[src/rtl/ascii_uart_tx.sv]
// Byte FIFO feeding an 8N1 UART transmitter; carries the message generator's
// characters out to a serial terminal on a single idle-high pin.
module ascii_uart_tx #(
  parameter int CLK_DIV    = 16,
  parameter int FIFO_DEPTH = 4,
  localparam int CW        = $clog2(FIFO_DEPTH) + 1
) (
  input  logic          clk,
  input  logic          rst_n,
  input  logic [7:0]    in_data,
  input  logic          in_valid,
  output logic          in_ready,
  output logic          tx,
  output logic          busy,
  output logic [CW-1:0] fifo_count
);

  localparam int PW = $clog2(FIFO_DEPTH);
  localparam logic [15:0] BAUD_LAST = 16'(CLK_DIV - 1);

  typedef enum logic [1:0] {IDLE, START, DATA, STOP} state_t;

  logic [7:0]    fifoMem_q [FIFO_DEPTH];
  logic [PW-1:0] wrPtr_q, rdPtr_q;
  logic [CW-1:0] count_q, count_d;
  state_t        state_q, state_d;
  logic [15:0]   baudCnt_q, baudCnt_d;
  logic [2:0]    bitIdx_q, bitIdx_d;
  logic [7:0]    shift_q, shift_d;
  logic          tx_q, tx_d;
  logic          push, pop, bitEnd;

  assign in_ready   = count_q < CW'(FIFO_DEPTH);
  assign push       = in_valid && in_ready;
  assign bitEnd     = baudCnt_q == BAUD_LAST;
  assign tx         = tx_q;
  assign busy       = (state_q != IDLE) || (count_q != '0);
  assign fifo_count = count_q;

  // Storage needs no reset: an entry is only read after it has been written.
  always_ff @(posedge clk) begin
    if (push) fifoMem_q[wrPtr_q] <= in_data;
  end

  always_comb begin
    count_d = count_q;
    case ({push, pop})
      2'b10:   count_d = count_q + 1'b1;
      2'b01:   count_d = count_q - 1'b1;
      default: count_d = count_q;
    endcase
  end

  always_ff @(posedge clk or posedge rst_n) begin
    if (rst_n) begin
      wrPtr_q   <= '0;
      rdPtr_q   <= '0;
      count_q   <= '0;
      state_q   <= IDLE;
      baudCnt_q <= '0;
      bitIdx_q  <= '0;
      shift_q   <= '0;
      tx_q      <= 1'b1;
    end else begin
      if (push) wrPtr_q <= wrPtr_q + 1'b1;
      if (pop)  rdPtr_q <= rdPtr_q + 1'b1;
      count_q   <= count_d;
      state_q   <= state_d;
      baudCnt_q <= baudCnt_d;
      bitIdx_q  <= bitIdx_d;
      shift_q   <= shift_d;
      tx_q      <= tx_d;
    end
  end

  // tx_d is the level for the coming bit period, so tx stays a clean flop output.
  always_comb begin
    state_d   = state_q;
    baudCnt_d = baudCnt_q;
    bitIdx_d  = bitIdx_q;
    shift_d   = shift_q;
    tx_d      = tx_q;
    pop       = 1'b0;
    case (state_q)
      IDLE: begin
        tx_d = 1'b1;
        if (count_q != '0) begin
          pop       = 1'b1;
          shift_d   = fifoMem_q[rdPtr_q];
          baudCnt_d = '0;
          state_d   = START;
          tx_d      = 1'b0;
        end
      end
      START: begin
        if (bitEnd) begin
          baudCnt_d = '0;
          bitIdx_d  = '0;
          state_d   = DATA;
          tx_d      = shift_q[0];
        end else begin
          baudCnt_d = baudCnt_q + 16'd1;
        end
      end
      DATA: begin
        if (bitEnd) begin
          baudCnt_d = '0;
          if (bitIdx_q == 3'd7) begin
            state_d = STOP;
            tx_d    = 1'b1;
          end else begin
            shift_d  = shift_q >> 1;
            bitIdx_d = bitIdx_q + 3'd1;
            tx_d     = shift_q[1];
          end
        end else begin
          baudCnt_d = baudCnt_q + 16'd1;
        end
      end
      STOP: begin
        if (bitEnd) begin
          baudCnt_d = '0;
          if (count_q != '0) begin
            pop     = 1'b1;
            shift_d = fifoMem_q[rdPtr_q];
            state_d = START;
            tx_d    = 1'b0;
          end else begin
            state_d = IDLE;
            tx_d    = 1'b1;
          end
        end else begin
          baudCnt_d = baudCnt_q + 16'd1;
        end
      end
      default: begin
        state_d = IDLE;
        tx_d    = 1'b1;
      end
    endcase
  end

endmodule

[config.mk]
export PLATFORM = sky130hd
export DESIGN_NAME = ascii_uart_tx
export DESIGN_NICKNAME = d
export VERILOG_FILES = /design/src/rtl/ascii_uart_tx.sv
export SDC_FILE = /design/constraint.sdc
export NUM_CORES = 1
export LEC_CHECK = 0
export CORE_MARGIN = 2
export CORE_UTILIZATION = 36
export DETAILED_ROUTE_END_ITERATION = 16
export HOLD_SLACK_MARGIN = 0.03
export SLEW_MARGIN = 15
export SYNTH_ARGS = -nofsm -noshare
export SYNTH_HDL_FRONTEND = slang
export SYNTH_SLANG_ARGS = --single-unit
[constraint.sdc]
create_clock -name clk -period 3 [get_ports clk]
set_input_delay 0.75 -clock clk [delete_from_list [all_inputs] [get_ports clk]]
set_output_delay 0.75 -clock clk [all_outputs]
set_load 0.02 [all_outputs]
==> flow_summary.yaml <==
synthesis:
  synthSimpleGateAreaFrac: 0.1364
  synth_flop_cell: "dfrtp_1"
  syn-num-nets: 299
  synth_area_leader_cell: "edfxtp_1"
  synth_edf_count: 32
  syn_inst: 274
  netlist_area_sq_um: 3402
  synthArstFlopShare: 0.5362
  synth_top_family_by_area: "simple AND/OR/NAND/NOR gates"
  synthMuxAreaShare: 0.1089
  synth_xor_area_frac: 0.01545
  ys_types: 48
  synthTopCellsByArea: "edfxtp_1, dfrtp_1, mux4_2"
  synth_warnings: 0
  synth_adder_area_share: 0.05370
  syn_avg_cell_area_sq_um: 12.42
  ys_seq_elements: 69
  yosysSeqAreaShare: 0.5550
  synth_top_area_frac: 0.2825
  synth_compound_area_frac: 0.09011
placement:
  io_buffers: 16
  dp_hpwl_mm: 4.161
  dp.cells: 394
  post-place-ws_ps: 514.3
  gp_congestion: 0.7896
timing:
  holdWs_ps: 525.7
  fin_crit_sh: 0.9424
  rsz0062_at_grt: "no"
  finalClockSkew_ps: 11.36
  period_needed_ps: 2827
  setup_violations: 0
  clock.fmax_ghz: 0.3537
  hold_viol_final: 0
  maxSlewViolCount: 0
  max-slew-margin-rel: 0.5919
  setup_tns_ps: 0
  worst_slack_ps: 172.8
  worstMarginPinSlew_ps: 612.2
clocking:
  clock_latency_ps: 350
  clk_path_buf_depth: 2
  cts_made_buffers: 9
  cts_tree: "built"
  cts.reportedPaths.clkPinSlew_ps: 90
  clock-sinks: 69
  cts_hold_buf: 0
  post-cts-setup-buffer-count: 0
  cts-root-buf: "clkbuf_8"
  htree_levels: 3
  cts_resized: 0
power:
  peakVddDrop_mv: 0.5076
  power.total_mw: 3.622
  p_leak_nw: 1.582
  power_density_nw_per_um2: 935.0
floorplan:
  initial_core_util: 0.3699
  fp.dieArea_sq_um: 10240
  row_count: 35
  core_region_area_sq_um: 9196
  die_y_um: 101.2
  io_pins: 17
  die_w_um: 101.2
detailed_routing:
  drc: 0
  via_per_inst: 5.329
  drtIter0Drc: 118
  postRouteAntennaNets: 0
  drt_wl_total_mm: 6.160
  wl_per_cell_um: 15.02
  drt-pass1-iter-count: 4
  route.vias.total: 2185
min_path:
  min_to: "shift_q[1]"
  hp-class: "register to register"
  hold_depth: 1
  hp-start: "shift_q[1]"
setup_path:
  required_ps: 2250
  critical_path_arrival_ps: 2080
  worst_setup_path_end_kind: "primary output"
  reg2reg_depth: 11
  slowest_stage: "clkdlybuf4s50_1"
  path_cells: "nor3_2 -> and2_1 -> inv_1 -> clkdlybuf4s50_1"
  r2r-end: "fifo_count[2]"
  critPathMaxStageDelay_ps: 540
  cp_max_fo: 6
  r2r-start: "state_q[0]"
  cp_top_family: "simple AND/OR/NAND/NOR gates"
  critPathKind: "register to primary output"
  r2r_setup_slack_ps: 490
  cp-start-kind: "register"
  timing.critical_path.buf_inv: 2
layout:
  num-nets-final: 319
  stdcell_count: 410
  antenna_cells: 0
  area_delta_synth_final_pct: 13.87
  drive_gt1_frac: 0.1505
  fill_cells: 881
global_routing:
  grt_use_total: 0.1345
  antenna_found_initial: 0
  grt_max_degree: 38
  gr-total-overflow: 0
  grt_pass1_vias: 2128
  grt_first_pass_wirelength_mm: 10.54
run_status:
  outcome: "finished, final reports clean"
run:
  maxCapViolCount: 0
-- state kept, by name, summed over array words and instances (netlist names) --
| signal | cells |
|---|---|
| baudCnt_q | 16 |
| fifo_count | 3 |
| state_q | 2 |
| rdPtr_q | 2 |
| shift_q | 8 |
| tx | 1 |
| bitIdx_q | 3 |
| fifoMem_q | 32 |
| wrPtr_q | 2 |
-- layer usage --
layer | wire length, um | global-route usage | vias to the layer above
met4 | 82 | 0.06861 | 0
met1 | 3070 | 0.1938 | 1078
met5 | 0 | 0 | -
met2 | 2708 | 0.1895 | 50
met3 | 298 | 0.03175 | 6
li1 | - | - | 1051
-- final cells by class --
class | count | area [sq um] | share of cell area
flip-flops and latches | 69 | 1888 | 0.4874
multi-input cells | 174 | 1376 | 0.3553
repair buffers | 22 | 205.2 | 0.05297
well taps | 111 | 138.9 | 0.03585
clock buffers | 9 | 123.9 | 0.03198
clock inverters | 7 | 73.82 | 0.01906
inverters | 18 | 67.56 | 0.01744
-- worst register-to-register path: stages (launching register included) --
cell     delay, ps
dfrtp_1        430
inv_1          120
ha_1           370
nor3_1         240
o21ai_0        210
inv_1          100
ha_1           170
inv_1           60
fa_1           370
xor2_1         150
nor2_1         110
xnor2_1        120
-- worst max-delay path by stage --
stage,from,cells past startpoint,slack [ps],to
after detailed placement,state_q[0],11,510,fifo_count[2]
after global placement,state_q[0],11,570,fifo_count[2]
final,fifo_count[0],4,170,busy
after CTS,fifo_count[0],4,140,busy
after global routing,fifo_count[0],4,60,busy
after floorplan,baudCnt_q[0],13,600,fifo_count[2]
-- synthesized netlist by cell type (all sizes together) (6+ instances only) --
library cell	number
buf	6
nor3	8
clkbuf	7
mux2	11
o31ai	6
ha	13
inv	18
edfxtp	32
nor2	11
o21ai	8
dfrtp	36
nand2	35
nor4	7
mux4	8
-- placed cells by master, fill, tap and decap left out, drive strengths merged, types with 5 or more instances in the layout --
| cell type | count |
|---|---|
| a22o | 5 |
| and2 | 5 |
| and3 | 5 |
| buf | 6 |
| clkbuf | 9 |
| clkdlybuf4s50 | 16 |
| dfrtp | 36 |
| edfxtp | 32 |
| ha | 13 |
| inv | 24 |
| mux2 | 11 |
| mux4 | 8 |
| nand2 | 35 |
| nor2 | 11 |
| nor3 | 8 |
| nor4 | 7 |
| o21ai | 8 |
| o31ai | 6 |
| xnor2 | 5 |
-- per-stage QoR --
stage / instance area (sq um) / utilization
after global placement: 3676 / 0.3997
after floorplan: 3402 / -
final: 3874 / 0.4212
after CTS: 3874 / 0.4212
after global routing: 3874 / 0.4212
after detailed placement: 3676 / 0.3997
-- where the power goes --
| part | leakage (nW) | total, mW | switching [mW] | internal [mW] |
|---|---|---|---|---|
| sequential | 0.761 | 1.44 | 0.202 | 1.23 |
| clock | 0.102 | 0.751 | 0.421 | 0.330 |
| combinational | 0.719 | 1.43 | 0.699 | 0.735 |
| total | 1.58 | 3.62 | 1.32 | 2.30 |
-- logic make-up (layout without fill, tap and decap cells) --
| logic type | count (synthesis) | after routing |
|---|---|---|
| flops | 69 | 69 |
| simple gates | 90 | 90 |
| buf+inv | 31 | 56 |
| mux | 23 | 23 |
| xor+xnor | 6 | 6 |
| fa+ha+maj | 14 | 14 |
| compound gates | 41 | 41 |
(Power assumes the default switching activity.)
